$ cat src/rtl/back_icon_rx_port.sv
// back_icon_rx_port: receiving endpoint of the backend interconnect for one EU.
// Grants at most one channel per cycle, with the lowest channel index winning.
// Accepted operands go into an in-order FIFO that the EU drains with valid/ready.
module back_icon_rx_port #(
  parameter int NUM_ICON_CHANNELS = 4,
  parameter int DATA_WIDTH        = 32,
  parameter int TAG_WIDTH         = 8,
  parameter int LOG2_BUF_DEPTH    = 2
) (
  input  logic                                         clk,
  input  logic                                         reset_n,
  input  logic [NUM_ICON_CHANNELS-1:0]                 ch_rx_req_i,
  input  logic [NUM_ICON_CHANNELS-1:0][DATA_WIDTH-1:0] ch_data_i,
  input  logic [NUM_ICON_CHANNELS-1:0][TAG_WIDTH-1:0]  ch_src_tag_i,
  output logic [NUM_ICON_CHANNELS-1:0]                 ch_success_o,
  output logic [DATA_WIDTH-1:0]                        rx_data_o,
  output logic [TAG_WIDTH-1:0]                         rx_tag_o,
  output logic                                         rx_valid_o,
  input  logic                                         rx_ready_i,
  output logic [LOG2_BUF_DEPTH:0]                      occupancy_o,
  output logic                                         overflow_drop_o
);

  localparam int DEPTH = 2 ** LOG2_BUF_DEPTH;
  localparam int IDXW  = (NUM_ICON_CHANNELS > 1) ? $clog2(NUM_ICON_CHANNELS) : 1;
  localparam logic [LOG2_BUF_DEPTH:0] FULL_COUNT = DEPTH[LOG2_BUF_DEPTH:0];

  logic [DATA_WIDTH-1:0]     r_data_mem [DEPTH];
  logic [TAG_WIDTH-1:0]      r_tag_mem  [DEPTH];
  logic [LOG2_BUF_DEPTH-1:0] r_rd_ptr;
  logic [LOG2_BUF_DEPTH-1:0] r_wr_ptr;
  logic [LOG2_BUF_DEPTH:0]   r_count;

  logic                          w_any_req;
  logic                          w_multi_req;
  logic                          w_full;
  logic                          w_push;
  logic                          w_pop;
  logic                          w_valid;
  logic [IDXW-1:0]               w_grant_idx;
  logic [NUM_ICON_CHANNELS-1:0]  w_grant_onehot;

  // Fullness looks only at the registered count, so a same-cycle pop never
  // frees a slot and rx_ready_i has no path into the grant.
  assign w_full      = (r_count == FULL_COUNT);
  assign w_any_req   = |ch_rx_req_i;
  assign w_multi_req = |(ch_rx_req_i & (ch_rx_req_i - 1'b1));
  assign w_valid     = (r_count != '0);
  assign w_push      = reset_n & w_any_req & ~w_full;
  assign w_pop       = w_valid & rx_ready_i;

  // Priority encoder: scan from high index down so that the lowest requester wins.
  always_comb begin
    w_grant_idx = '0;
    for (int c = NUM_ICON_CHANNELS - 1; c >= 0; c--) begin
      if (ch_rx_req_i[c]) begin
        w_grant_idx = c[IDXW-1:0];
      end
    end
  end

  // Build the one-hot success vector from the winning index, gated by push.
  always_comb begin
    w_grant_onehot = '0;
    if (w_push) begin
      w_grant_onehot[w_grant_idx] = 1'b1;
    end
  end

  assign ch_success_o    = w_grant_onehot;
  assign overflow_drop_o = reset_n & w_any_req & (w_full | w_multi_req);

  assign rx_valid_o  = w_valid;
  assign rx_data_o   = w_valid ? r_data_mem[r_rd_ptr] : '0;
  assign rx_tag_o    = w_valid ? r_tag_mem[r_rd_ptr]  : '0;
  assign occupancy_o = r_count;

  // Pointers and count. Reset discards all held entries, including any in flight.
  always_ff @(posedge clk) begin
    if (!reset_n) begin
      r_rd_ptr <= '0;
      r_wr_ptr <= '0;
      r_count  <= '0;
    end else begin
      if (w_push) begin
        r_wr_ptr <= r_wr_ptr + 1'b1;
      end
      if (w_pop) begin
        r_rd_ptr <= r_rd_ptr + 1'b1;
      end
      if (w_push && !w_pop) begin
        r_count <= r_count + 1'b1;
      end else if (w_pop && !w_push) begin
        r_count <= r_count - 1'b1;
      end
    end
  end

  // Storage write of the granted channel's payload and tag. The storage is not
  // cleared on reset because the outputs are masked whenever the count is zero.
  always_ff @(posedge clk) begin
    if (w_push) begin
      r_data_mem[r_wr_ptr] <= ch_data_i[w_grant_idx];
      r_tag_mem[r_wr_ptr]  <= ch_src_tag_i[w_grant_idx];
    end
  end

endmodule
$ cat config.mk
export PLATFORM = sky130hd
export DESIGN_NAME = back_icon_rx_port
export DESIGN_NICKNAME = d
export VERILOG_FILES = /design/src/rtl/back_icon_rx_port.sv
export SDC_FILE = /design/constraint.sdc
export NUM_CORES = 1
export LEC_CHECK = 0
export ABC_AREA = 1
export CORE_AREA = 8 8 186 188
export CTS_CLUSTER_SIZE = 28
export DETAILED_ROUTE_END_ITERATION = 10
export DIE_AREA = 0 0 194 196
export PLACE_DENSITY = 0.61
export SLEW_MARGIN = 20
export SYNTH_ARGS = -nofsm -noshare
export SYNTH_HDL_FRONTEND = slang
export SYNTH_SLANG_ARGS = --single-unit
$ cat constraint.sdc
create_clock -name clk -period 10.6 [get_ports clk]
set_input_delay 2.65 -clock clk [delete_from_list [all_inputs] [get_ports clk]]
set_output_delay 2.65 -clock clk [all_outputs]
set_load 0.02 [all_outputs]
* Word-level counts from Yosys, hierarchy flattened
Memory sizes are Yosys's and may differ from the RTL's. A register that Yosys moved wholly into a read port is not among the register bits.
Cells that the tools add are included.
** Word-level totals
- Memories kept :: 2
- Bits in writable memories :: 160
- Output and inout port bits :: 49
- Register bits :: 7
- Logic and storage cells :: 50
** Memories
- r_data_mem :: depth 4, width 32, read ports 1, clocked after memory_dff 1, write ports 1, RTL line 28 : logic [DATA_WIDTH-1:0] r_data_mem [DEPTH];
- r_tag_mem :: depth 4, width 8, read ports 1, clocked after memory_dff 1, write ports 1, RTL line 29 : logic [TAG_WIDTH-1:0] r_tag_mem [DEPTH];
** Operators by class
- Muxes and demuxes :: 21
- Reductions and logical operators :: 9
- Bitwise logic cells :: 7
- Equal/unequal tests :: 1
- $lt $le $gt $ge :: 2
- Add/subtract/negate cells :: 5
** Operators by type and width (count)
- 32-bit binary-select mux with 2-bit select :: 1
- 32-bit two-way mux :: 2
- 8-bit binary-select mux with 2-bit select :: 1
- 2-bit two-way mux :: 8
- 8-bit two-way mux :: 2
- 4-bit OR reduction :: 2
- 3-bit two-way mux :: 2
- 2-bit by 1-bit adder with 2-bit output (second input constant) :: 2
- 1-bit bitwise AND :: 4
- 4-bit bitwise AND :: 1
- 4-bit two-way mux :: 1
- 4-bit by 1-bit subtractor with 4-bit output (second input constant) :: 1
- 3-bit by 1-bit adder with 3-bit output (second input constant) :: 1
- 3-bit == test (second input constant) :: 1
- 1-bit logical AND :: 3
- 2-bit by 3-bit less-than comparator with 1-bit output (second input constant) :: 1
- 1-bit two-way mux :: 3
- 3-bit nonzero test :: 1
- 3-bit by 1-bit subtractor with 3-bit output (second input constant) :: 1
- 1-bit demux with 2-bit select :: 1
- 2-bit by 1-bit >= comparator with 1-bit output (second input constant) :: 1
- 1-bit logical NOT :: 2
- 2-bit nonzero test :: 1
- 1-bit inverter :: 1
- 1-bit bitwise OR :: 1

* Longest topological paths before layout
- Depth in word-level cells :: 9
- Gate-level depth with buffers :: 14
- Mapped depth without buffers :: 13

* Least setup slack after synthesis
OpenSTA, ideal clock, no wires.
- Kind :: input-to-output
- Start :: input port ch_rx_req_i[2]
- End :: output port ch_success_o[1]
- Path slack :: 4419 ps
- Stages :: 9
- Buffers on the path :: 2
- Required time :: 7950 ps
- Arrival :: 3531 ps
- Path through :: buf_6 -> inv_2 -> nand2_2 -> nand2_2 -> nand2_4 -> inv_6 -> buf_6 -> nand2_1 -> nor2_1
** Between the ends
- Word-level cells in the longest chain between the ends :: 8
- Elaborated cells on any way between the ends :: 12
- Classes of those cells :: order compare: 2; mux: 6; bitwise: 2; reduce/logical: 2
** Ends and longest elaborated chain
- from (decl) :: RTL line 12 : input logic [NUM_ICON_CHANNELS-1:0] ch_rx_req_i,
- 2-bit two-way mux (3 in a row) :: RTL line 56 : if (ch_rx_req_i[c]) begin
- 2-bit by 3-bit less-than comparator with 1-bit output (implied by the code) or 2-bit by 1-bit >= comparator with 1-bit output (tied branches) :: RTL line 66 : w_grant_onehot[w_grant_idx] = 1'b1;
- 1-bit logical AND (implied by the code) :: RTL line 66
- 1-bit two-way mux (implied by the code) :: RTL line 66
- 1-bit demux with 2-bit select :: RTL line 66
- 4-bit two-way mux (*) :: RTL line 65 : if (w_push) begin
- to (decl) :: RTL line 15 : output logic [NUM_ICON_CHANNELS-1:0] ch_success_o,
Mark *: on every way between the ends. The rest lies on a longest branch, timed or not.

* Worst setup path after layout
- Start :: input port ch_rx_req_i[3]
- End :: output port ch_success_o[1]
** Between the ends
- Word-level cells in the longest chain between the ends :: 9
- Elaborated cells on any way between the ends :: 13
- Classes of those cells :: order compare: 2; mux: 7; bitwise: 2; reduce/logical: 2
** Ends and longest elaborated chain (RTL line)
- 2-bit two-way mux (4 in a row) :: 56
- 2-bit by 3-bit less-than comparator with 1-bit output (implied by the code) or 2-bit by 1-bit >= comparator with 1-bit output (tied branches) :: 66
- 1-bit logical AND (implied by the code) :: 66
- 1-bit two-way mux (implied by the code) :: 66
- 1-bit demux with 2-bit select :: 66
- 4-bit two-way mux (*) :: 65
Marks and branches as above.

==> impl_metrics.yaml <==
critical_path:
  reg2reg_depth: 13
  max_stage_delay_ns: 0.65
  cp-start-kind: "input pin"
  arrival_ns: 5.11
  crit_fanout: 43
  r2r_end: "occupancy_o[2]"
  ff2ff_setup_slack_ns: 8.33
  path_cells: "clkdlybuf4s50_1 > nand2_2 > nand2_2 > nand2_4 > inv_6 > nand2_1 > nor2_1 > clkdlybuf4s50_1"
  required_ns: 7.95
  critPathSlowestCell: "clkdlybuf4s50_1"
  cp-startpoint: "ch_rx_req_i[3]"
  critPathCapture: "ch_success_o[1]"
  endpoint_kind: "output pin"
  rr_startpoint: "occupancy_o[0]"
  critical_path_class: "input pin to output pin"
run_status:
  status: "completed"
finish:
  design_area_sq_um: 11300
  nNetsFinal: 1233
  diodes: 0
  area_growth_pct: 34.8
  drive_gt1_share_pct: 5.78
logic_synthesis:
  ys_ff_latch: 169
  synth.area.top_cells: "edfxtp_1, nand3_1, nor2_1, o21ai_0, nand2_1"
  synth_common_cells: "nand3_1, nor2_1, edfxtp_1"
  synthFlopType: "edfxtp_1"
  synth.distinct_cells: 28
  syn_area_sq_um: 8370
  post_synth.cell_area_avg_sq_um: 9.49
  syn_nets: 1055
  async_flop_share_pct: 0
  synth_edf_count: 160
  synth_top_area_share_pct: 57.4
  ys_warn_count: 0
  synthCells: 882
  synth_top_area_cell: "edfxtp_1"
  yosysMostFrequentCell: "nand3_1"
  yosysSeqAreaShare_pct: 59.5
route:
  antenna_left: 0
  vias_per_cell: 4.61
  wl_per_cell_microns: 17.6
  dr.pass1.iters: 5
  drt-total-wl_microns: 26100
  num_vias: 6823
  first_iter_violations: 253
  drc_errors: 0
timing:
  hold_viol: 0
  tns_ns: 0
  timing.fmax_ghz: 0.129
  clock_skew_ns: 0.0101
  worst_slew_pin_slew_ns: 0.955
  slew_violations: 0
  rsz0062_at_grt: "no"
  period_minus_slack_ns: 7.76
  fin_hold_ws_ns: 0.492
  slew_headroom_pct: 36.2
  setup_viol_count_final: 0
  period_share_pct: 73.2
floorplanning:
  die_area_sq_um: 38000
  core-area_sq_um: 31900
  initial_core_util_pct: 26.3
  ioPinCount: 216
  rows: 66
  dieWidth_microns: 194
  fp.dieH_microns: 196
global_route:
  gr-total-overflow: 0
  track_usage_pct: 13.6
  grt_pass1_wl_microns: 40000
  grt_max_degree: 85
  grt_pass1_vias: 7012
  antenna_found_initial: 1
clock_tree:
  cts_tree: "built"
  cts_made_buffers: 17
  post-cts-setup-buffers: 0
  cts_resized: 0
  cts_max_path_buffers: 2
  cts-root-buf: "clkbuf_16"
  clock-sinks: 169
  clk_latency_ns: 0.42
  h-tree-depth: 4
  cts-hold-fix-buffers: 0
  cts.clk_slew.worst_paths_ns: 0.07
power:
  leakagePower_nw: 4.10
  peakVddDrop_v: 0.0000875
  p_per_area_nw_per_um2: 212
placement:
  place.gp.congestion: 0.738
  placed_cell_area_sq_um: 10700
  port_buffers: 215
  dp_hpwl_microns: 17000
worst_hold_path:
  hp-class: "flip-flop to flip-flop"
run:
  maxCapViolCount: 0
==> critical path, delay by kind of cell <==
| kind | cells | cell delay (ns) |
|---|---|---|
| buf+inv | 3 | 1.73 |
| simple gates | 5 | 0.70 |
==> area by class of cell <==
cell class                      instances  area, sq um
Clock buffer                           19          433
Clock inverter                         13          136
Sequential cell                       169         4990
Inverter                               64          245
Fill cell                            3198        20600
Timing Repair Buffer                  225         2220
Tap cell                              408          510
Multi-Input combinational cell        583         2750
==> worst min-delay path by stage <==
stage	endpoint	slack [ns]	depth (start not counted)	startpoint
detailed placement	flip-flop	0.49	2	r_rd_ptr[1]
finish	flip-flop	0.49	2	r_rd_ptr[1]
global placement	flip-flop	0.49	2	r_rd_ptr[0]
floorplan	flip-flop	0.47	2	r_rd_ptr[1]
global route	flip-flop	0.53	2	r_rd_ptr[1]
CTS	flip-flop	0.50	2	r_rd_ptr[1]
==> stage by stage <==
step	setup WS (ns)	cells	utilization, %	power, mW
CTS	2.78	1481	35.4	2.43
detailed placement	2.78	1449	33.6	1.83
global placement	2.82	1449	33.6	1.82
global route	2.65	1481	35.4	2.54
floorplan	4.42	882	-	1.40
finish	2.84	1481	35.4	2.39
==> flip-flops by register name (all words and copies together) (netlist names), named ones only <==
name	count
r_data_mem	128
r_rd_ptr	2
occupancy_o	3
r_tag_mem	32
r_wr_ptr	2
==> routing by layer <==
layer  up-vias  wire [microns]  track usage (%)
met1      3226           11000             15.7
met3        19            1430             3.70
met2       181           13300             24.6
met4         2             311             3.71
met5         -              13                0
li1       3395               -                -
==> cell families (layout without fill, tap and decap cells) <==
kind of cell	Yosys count	after routing	synth area share, %
buffers and inverters	130	321	7.95
flip-flops	169	169	59.5
adder cells (fa/ha/maj)	6	6	0.986
AND/OR/NAND/NOR	449	449	23.7
AO/OA/AOI/OAI	127	127	7.72
XOR/XNOR	1	1	0.105
==> cell usage in the layout (no fill, tap or decap) <==
cell	synthesis	final
clkdlybuf4s50_1	0	214
nand3_1	205	205
nor2_1	174	170
edfxtp_1	160	160
o21ai_0	68	68
nand2_1	61	61
inv_1	60	58
a21oi_1	44	44
clkbuf_16	0	17
o21ai_1	14	14
buf_4	6	10
dfxtp_1	9	7
nor2_4	1	5
inv_2	3	5
inv_6	1	5
ha_1	5	5
clkinvlp_4	0	3
clkinv_4	0	3
nand2_2	2	2
nor3_2	2	2
clkbuf_1	13	2
inv_8	0	2
nor2_2	1	1
nand3_2	1	1
nand2_4	1	1
o21ai_4	1	1
xor2_1	1	1
nand4_1	1	1
fa_1	1	1
dfxtp_4	0	1
dfxtp_2	0	1
bufinv_16	0	1
buf_2	27	1
==> report_power, final <==
group | switching, mW | leakage (nW) | internal [mW] | total [mW]
Sequential | 0.0425 | 1.55 | 0.853 | 0.895
Clock | 0.268 | 0.269 | 0.331 | 0.599
Combinational | 0.551 | 2.28 | 0.347 | 0.898
(Power assumes the default switching activity.)
